--- src/rtl/bus_fetch_initiator.sv ---
// Host-driven initiator for the 4-bit multiplexed instruction bus.
// Runs SYNC, A1-A3, M1/M2 and an optional X2 nibble transfer.
module bus_fetch_initiator #(
    parameter int ADDR_WIDTH  = 12,
    parameter int COUNT_WIDTH = 16
) (
    input  logic                   clock,
    input  logic                   reset_n,
    input  logic                   req_valid,
    output logic                   req_ready,
    input  logic [ADDR_WIDTH-1:0]  req_addr,
    input  logic [1:0]             req_mode,
    input  logic [3:0]             req_wdata,
    output logic                   rsp_valid,
    output logic [7:0]             rsp_data,
    output logic                   io_valid,
    output logic [3:0]             io_data,
    output logic                   sync,
    output logic [3:0]             data_out,
    output logic                   data_oe,
    input  logic [3:0]             data_in,
    output logic [COUNT_WIDTH-1:0] cycle_count
);

    typedef enum logic [3:0] {
        ST_IDLE,
        ST_SYNC,
        ST_A1,
        ST_A2,
        ST_A3,
        ST_M1,
        ST_M2,
        ST_X1,
        ST_X2,
        ST_X3
    } state_t;

    state_t                state_q;
    state_t                state_d;
    logic [ADDR_WIDTH-1:0] addr_q;
    logic [1:0]            mode_q;
    logic [3:0]            wdata_q;
    logic                  accept;
    logic                  mode_wr;
    logic                  mode_rd;

    assign accept  = req_valid & req_ready;
    assign mode_wr = (mode_q == 2'd1);
    assign mode_rd = (mode_q == 2'd2);

    // State register; reset abandons any cycle in flight
    always_ff @(posedge clock or negedge reset_n) begin
        if (!reset_n) begin
            state_q <= ST_IDLE;
        end else begin
            state_q <= state_d;
        end
    end

    // Next-state: fixed walk through the phases, X3 may chain to A1
    always_comb begin
        state_d = state_q;
        unique case (state_q)
            ST_IDLE: if (accept) state_d = ST_SYNC;
            ST_SYNC: state_d = ST_A1;
            ST_A1:   state_d = ST_A2;
            ST_A2:   state_d = ST_A3;
            ST_A3:   state_d = ST_M1;
            ST_M1:   state_d = ST_M2;
            ST_M2:   state_d = ST_X1;
            ST_X1:   state_d = ST_X2;
            ST_X2:   state_d = ST_X3;
            ST_X3:   state_d = accept ? ST_A1 : ST_IDLE;
            default: state_d = ST_IDLE;
        endcase
    end

    // Outputs decoded from the registered state (sync also sees req_valid in X3)
    always_comb begin
        req_ready = 1'b0;
        sync      = 1'b0;
        data_oe   = 1'b0;
        data_out  = 4'h0;
        rsp_valid = 1'b0;
        io_valid  = 1'b0;
        unique case (state_q)
            ST_IDLE: req_ready = 1'b1;
            ST_SYNC: sync = 1'b1;
            ST_A1: begin
                data_oe  = 1'b1;
                data_out = addr_q[3:0];
            end
            ST_A2: begin
                data_oe  = 1'b1;
                data_out = addr_q[7:4];
            end
            ST_A3: begin
                data_oe  = 1'b1;
                data_out = addr_q[11:8];
            end
            ST_X1: rsp_valid = 1'b1;
            ST_X2: begin
                data_oe  = mode_wr;
                data_out = mode_wr ? wdata_q : 4'h0;
            end
            ST_X3: begin
                req_ready = 1'b1;
                sync      = req_valid;
                io_valid  = mode_rd;
            end
            default: ;
        endcase
    end

    // Request capture, bus sampling and completed-cycle counting
    always_ff @(posedge clock or negedge reset_n) begin
        if (!reset_n) begin
            addr_q      <= '0;
            mode_q      <= 2'd0;
            wdata_q     <= 4'h0;
            rsp_data    <= 8'h00;
            io_data     <= 4'h0;
            cycle_count <= '0;
        end else begin
            if (accept) begin
                addr_q  <= req_addr;
                mode_q  <= req_mode;
                wdata_q <= req_wdata;
            end
            if (state_q == ST_M1) rsp_data[7:4] <= data_in;
            if (state_q == ST_M2) rsp_data[3:0] <= data_in;
            if (state_q == ST_X2 && mode_rd) io_data <= data_in;
            if (state_q == ST_X3) cycle_count <= cycle_count + COUNT_WIDTH'(1);
        end
    end

endmodule

--- config.mk ---
export PLATFORM = sky130hd
export DESIGN_NAME = bus_fetch_initiator
export DESIGN_NICKNAME = d
export VERILOG_FILES = /design/src/rtl/bus_fetch_initiator.sv
export SDC_FILE = /design/constraint.sdc
export NUM_CORES = 1
export LEC_CHECK = 0
export CORE_MARGIN = 4
export CORE_UTILIZATION = 40
export CTS_BUF_LIST = sky130_fd_sc_hd__clkbuf_8
export CTS_CLUSTER_DIAMETER = 60
export DETAILED_ROUTE_END_ITERATION = 10
export GPL_TIMING_DRIVEN = 0
export HOLD_SLACK_MARGIN = 0.12
export PLACE_DENSITY = 0.69
export SYNTH_ARGS = -nofsm -noshare
export SYNTH_HDL_FRONTEND = slang
export SYNTH_SLANG_ARGS = --single-unit
--- constraint.sdc ---
create_clock -name clock -period 2.19 [get_ports clock]
set_input_delay 0.3285 -clock clock [delete_from_list [all_inputs] [get_ports clock]]
set_output_delay 0.3285 -clock clock [all_outputs]
set_load 0.1 [all_outputs]
# After elaboration in Yosys (flattened, before gate mapping)
# Index checks and enable logic that the tools add are counted.
dict set report totals {
  ram_bits 0
  latch_bits 0
  memories 0
  mem_bits_ro 0
  word_cells 36
  regBits 50
  input_bits 25
}
dict set report classes {
  n_reduce_logical 4
  n_eq_ne 12
  n_div 0
  order_cmp 0
  n_bitwise 1
  mux 10
  add_sub_neg 1
  n_mul 0
  shifts 0
}
# operator count
set ops {}
lappend ops {{4-bit case mux with 10 select lines} 1}
lappend ops {{16-bit by 1-bit adder with 16-bit output, second input constant} 1}
lappend ops {{4-bit by 3-bit equality test with 1-bit output, second input constant} 4}
lappend ops {{4-bit case mux with 4 select lines} 1}
lappend ops {{4-bit by 2-bit equality test with 1-bit output, second input constant} 2}
lappend ops {{4-bit equality test, second input constant} 2}
lappend ops {{4-bit two-way mux} 2}
lappend ops {{4-bit by 1-bit equality test with 1-bit output, second input constant} 1}
lappend ops {{4-bit logical NOT} 1}
lappend ops {{1-bit case mux with 2 select lines} 2}
lappend ops {{1-bit two-way mux} 3}
lappend ops {{3-bit OR reduction} 1}
lappend ops {{2-bit by 1-bit equality test with 1-bit output, second input constant} 1}
lappend ops {{2-bit equality test, second input constant} 1}
lappend ops {{2-bit two-way mux} 1}
lappend ops {{2-bit inequality test, second input constant} 1}
lappend ops {{2-bit OR reduction} 1}
lappend ops {{1-bit bitwise AND} 1}
lappend ops {{1-bit logical AND} 1}

# Longest topological paths before layout
dict set report depth {
  word_depth 6
  depth_mapped 6
  mapped_depth_nobuf 5
}

# Worst setup path before layout
# OpenSTA, ideal clock, no wires.
dict set report synth_timing {
  path_type {reg2out}
  startpoint {register state_q[0]}
  endpoint {output sync}
  path_slack_ps -3602
  arrival_ps 5464
  required_ps 1862
  path_stages_with_launch 4
  cell_sequence {dfrtp_1 -> buf_1 -> inv_1 -> a2111oi_0}
}
dict set report synth_via {
  elab_chain_len 2
  elab_cells_between_ends 3
}
# item line
set synth_rtl {}
lappend synth_rtl {{start: declaration} 38} ;# state_t state_q;
lappend synth_rtl {{start signal: assignment} 56} ;# state_q <= state_d;
lappend synth_rtl {{4-bit equality test or 4-bit by 1-bit equality test with 1-bit output (tied branches)} 86} ;# unique case (state_q)
lappend synth_rtl {{1-bit case mux with 2 select lines (*)} 86}
lappend synth_rtl {{end: declaration} 18} ;# output logic sync,
# Every way passes the cells marked *; elsewhere a longest branch is shown, timed or not.

# Worst setup path in the final report
dict set report layout_timing {
  startpoint {register state_q[2]}
  endpoint {output data_out[2]}
}
dict set report layout_via {
  elab_chain_len 2
  elab_cells_between_ends 5
}
# item line
set layout_rtl {}
lappend layout_rtl {{4-bit equality test (tied with other cells)} 86}
lappend layout_rtl {{4-bit case mux with 4 select lines (*)} 86}
lappend layout_rtl {{end: declaration} 19} ;# output logic [3:0] data_out,
# Marks and branches as above.

==> impl_metrics.csv <==
group,metric,value,unit
grt,grt_max_degree,27,
final_layout,fin_nets,286,
drt,drc,0,
min_path,hold-path-endpoint,"cycle_count[15]",
grt,antenna_found_initial,0,
die,initial_core_util,42.38,%
synth,synth_ff_type,"dfrtp_1",
placed_design,place_area,3055,um^2
min_path,min_from,"cycle_count[15]",
synth,synthesis.area,2233,um^2
final_layout,fillCellCount,440,
drt,ant_nets,0,
sta,hold_viol,0,
synth,ys_async_sr_fraction,100.0,%
worst_setup_path,cp_max_fo,5,
worst_setup_path,reg2reg_setup_slack,0.09,ns
die,std_cell_rows,26,
sta,final-setup-viol-count,5,
worst_setup_path,crit_start,"state_q[2]",
min_path,hold_depth,1,
drt,first_iter_violations,30,
worst_setup_path,reg2reg_depth,5,
final_layout,seqCellArea,1254,um^2
sta,fin_tns_setup,-0.5357,ns
clock_network,cts_tree,"yes",
final_layout,layout-drive-gt1-share,34.10,%
final_layout,n_antenna_cell,0,
sta,fin_crit_sh,105.4,%
grt,grt-ovfl-total,0,
synth,synth_top_area_share,56.02,%
synth,synth_area_leader_cell,"dfrtp_1",
worst_setup_path,crit_type,"reg -> out",
drt,num_vias,1646,
drt,via_per_inst,4.973,
sta,skew,0.007130,ns
drt,dr.pass1.iters,4,
placed_design,place.gp.congestion,0.7517,
synth,yosysSeqAreaShare,56.02,%
sta,finalCriticalPeriod,2.309,ns
die,coreArea,5270,um^2
run_status,outcome,"complete, but fails checks",
grt,met1_usage,19.31,%
placed_design,io_buffers,61,
final_layout,fin_area,3332,um^2
clock_network,clkTransAtPathRegs,0.08,ns
sta,worst_pin_slew,0.9941,ns
die,dieHeight,82.72,um
drt,wl_per_cell,14.37,um
clock_network,cts_max_level,2,
grt,met2_usage,26.04,%
synth,syn_nets,205,
grt,first_global_vias,1617,
job,cap_violations,0,
worst_setup_path,required,1.86,ns
final_layout,multiInputGateArea,1067,um^2
grt,grt_pass1_wl,7866,um
final_layout,area_growth_syn_to_layout,49.19,%
sta,finalWorstSetupSlack,-0.1191,ns
synth,synth.avg_cell_area,12.48,um^2
worst_setup_path,crit_path_start_kind,"flip-flop",
clock_network,worstSkewPairLatency,0.30,ns
synth,netlist_instances,179,
grt,track_usage,15.53,%
worst_setup_path,cp.arrival,1.98,ns
clock_network,clkSinkCount,50,
sta,slew_violations,0,
worst_setup_path,r2r-start,"state_q[2]",
drt,wl,4756,um
sta,slew_headroom,33.52,%
run_status,violations,"negative setup slack",
worst_setup_path,r2r_end,"io_data[3]",
sta,rsz0062_at_grt,"yes",
synth,yosysUniqueCellTypes,36,
synth,synth_edf_count,0,
die,die-area,6843,um^2
min_path,hold_class,"reg -> reg",
die,die_x,82.72,um
die,io-pin-count,62,
clock_network,root_buffer,"clkbuf_8",
grt,grt-busiest-layer,"met2",
synth,yosysWarnings,0,
synth,ys_top_cells_by_area,"dfrtp_1, mux2_2, xnor2_1",
synth,synth-seq-cells,50,
clock_network,numCtsBuffers,5,
sta,fmax,433.1,MHz
worst_setup_path,cp-end-kind,"output port",
placed_design,dp_hpwl,3562,um
placed_design,dp_worst_setup_slack,-0.9880,ns
clock_network,clk_path_buf_depth,2,
grt,use_met3,4.772,%
## flip-flops by register name (all words and copies together) (netlist names)
register     flops
cycle_count     16
mode_q           2
addr_q          12
io_data          4
rsp_data         8
wdata_q          4
state_q          4
## cells in the final DEF (no fill, tap or decap), types with 2 or more instances in the layout
master / synthesis / routed
a221o_2: 0 / 2
a22oi_1: 5 / 3
a22oi_2: 0 / 2
and3_1: 2 / 2
buf_12: 0 / 6
buf_2: 1 / 5
buf_4: 1 / 10
buf_6: 0 / 5
clkbuf_8: 0 / 6
clkdlybuf4s50_1: 0 / 33
dfrtp_1: 50 / 48
dfrtp_2: 0 / 2
dlygate4sd2_1: 0 / 11
dlymetal6s2s_1: 0 / 7
inv_1: 3 / 3
mux2_2: 26 / 26
mux2_4: 4 / 4
nand2_1: 13 / 13
nand2b_1: 2 / 2
nand4_1: 4 / 4
nor2_1: 12 / 11
nor3_1: 5 / 4
nor3b_1: 5 / 2
nor3b_4: 0 / 2
o21ai_4: 0 / 2
xnor2_1: 12 / 12
xor2_1: 6 / 5
## stage by stage
| stage | cells | hold slack [ns] | utilization, % |
|---|---|---|---|
| final | 331 | 0.4695 | 63.22 |
| after floorplan | 179 | 0.03291 | - |
| after global placement | 310 | 0.4629 | 57.69 |
| after detailed placement | 311 | 0.3693 | 57.98 |
| after CTS | 329 | 0.4786 | 62.44 |
| after global routing | 331 | 0.4823 | 63.22 |
## cells in the mapped netlist (2+ instances only)
library cell,number
o21ai_0,3
nor3_1,5
a221o_1,2
mux2_2,26
xor2_1,6
and3_1,2
buf_1,2
dfrtp_1,50
nand2_1,13
nor3b_1,5
xnor2_1,12
nor4_1,2
clkbuf_1,3
nor2_1,12
nand4_1,4
a22oi_1,5
nand2b_1,2
nor2b_1,2
mux2_4,4
inv_1,3
## worst max-delay path: stages, from the launching register on
cell	delay [ns]
dfrtp_2	0.42
or4b_4	0.57
nor3b_4	0.19
buf_6	0.15
a221o_2	0.18
buf_12	0.17
## routing by layer
metal | share of wire [%] | vias up
li1 | - | 793
met1 | 44 | 802
met2 | 48 | 45
met3 | 6.4 | 6
met4 | 1.2 | 0
met5 | 0 | -
## cell families after synthesis
logic type	count (synthesis)	share of synthesized area (%)
and+or+nand+nor	55	13.56
buffers and inverters	10	1.905
xor gates and xnor gates	18	7.059
muxes	30	15.80
DFF	50	56.02
adders and majority gates	1	0.5601
AOI/OAI and AO/OA	15	5.099
## how the worst max path moves through the flow
stage	endpoint	slack, ns	cells past startpoint
2_1_floorplan	sync	-0.16	3
3_3_place_gp	data_out[1]	-1.00	5
3_5_place_dp	data_out[1]	-0.99	5
4_1_cts	data_out[2]	-0.11	5
5_1_grt	data_out[0]	-0.19	6
6_report	data_out[2]	-0.12	5
## layout make-up
class,count,share of cell area [%]
Buffer,7,1.465
Clock buffer,6,2.478
Clock inverter,2,0.3755
Inverter,3,0.3380
Multi-Input combinational cell,119,32.03
Sequential cell,50,37.63
Tap cell,70,2.629
Timing Repair Buffer,74,23.06
## what timing repair did
action / CTS / global route
buffers inserted: 9 / 2
hold endpoints to repair: 25 / 0
setup endpoints to repair: 20 / 17
pin swaps: 5 / 2
gates resized for setup: 89 / 11
hold buffers: 1 / 0
Power is left out: the tool's default activity adds up to more than one toggle a clock period on the data nets, which glitch-free logic cannot reach.
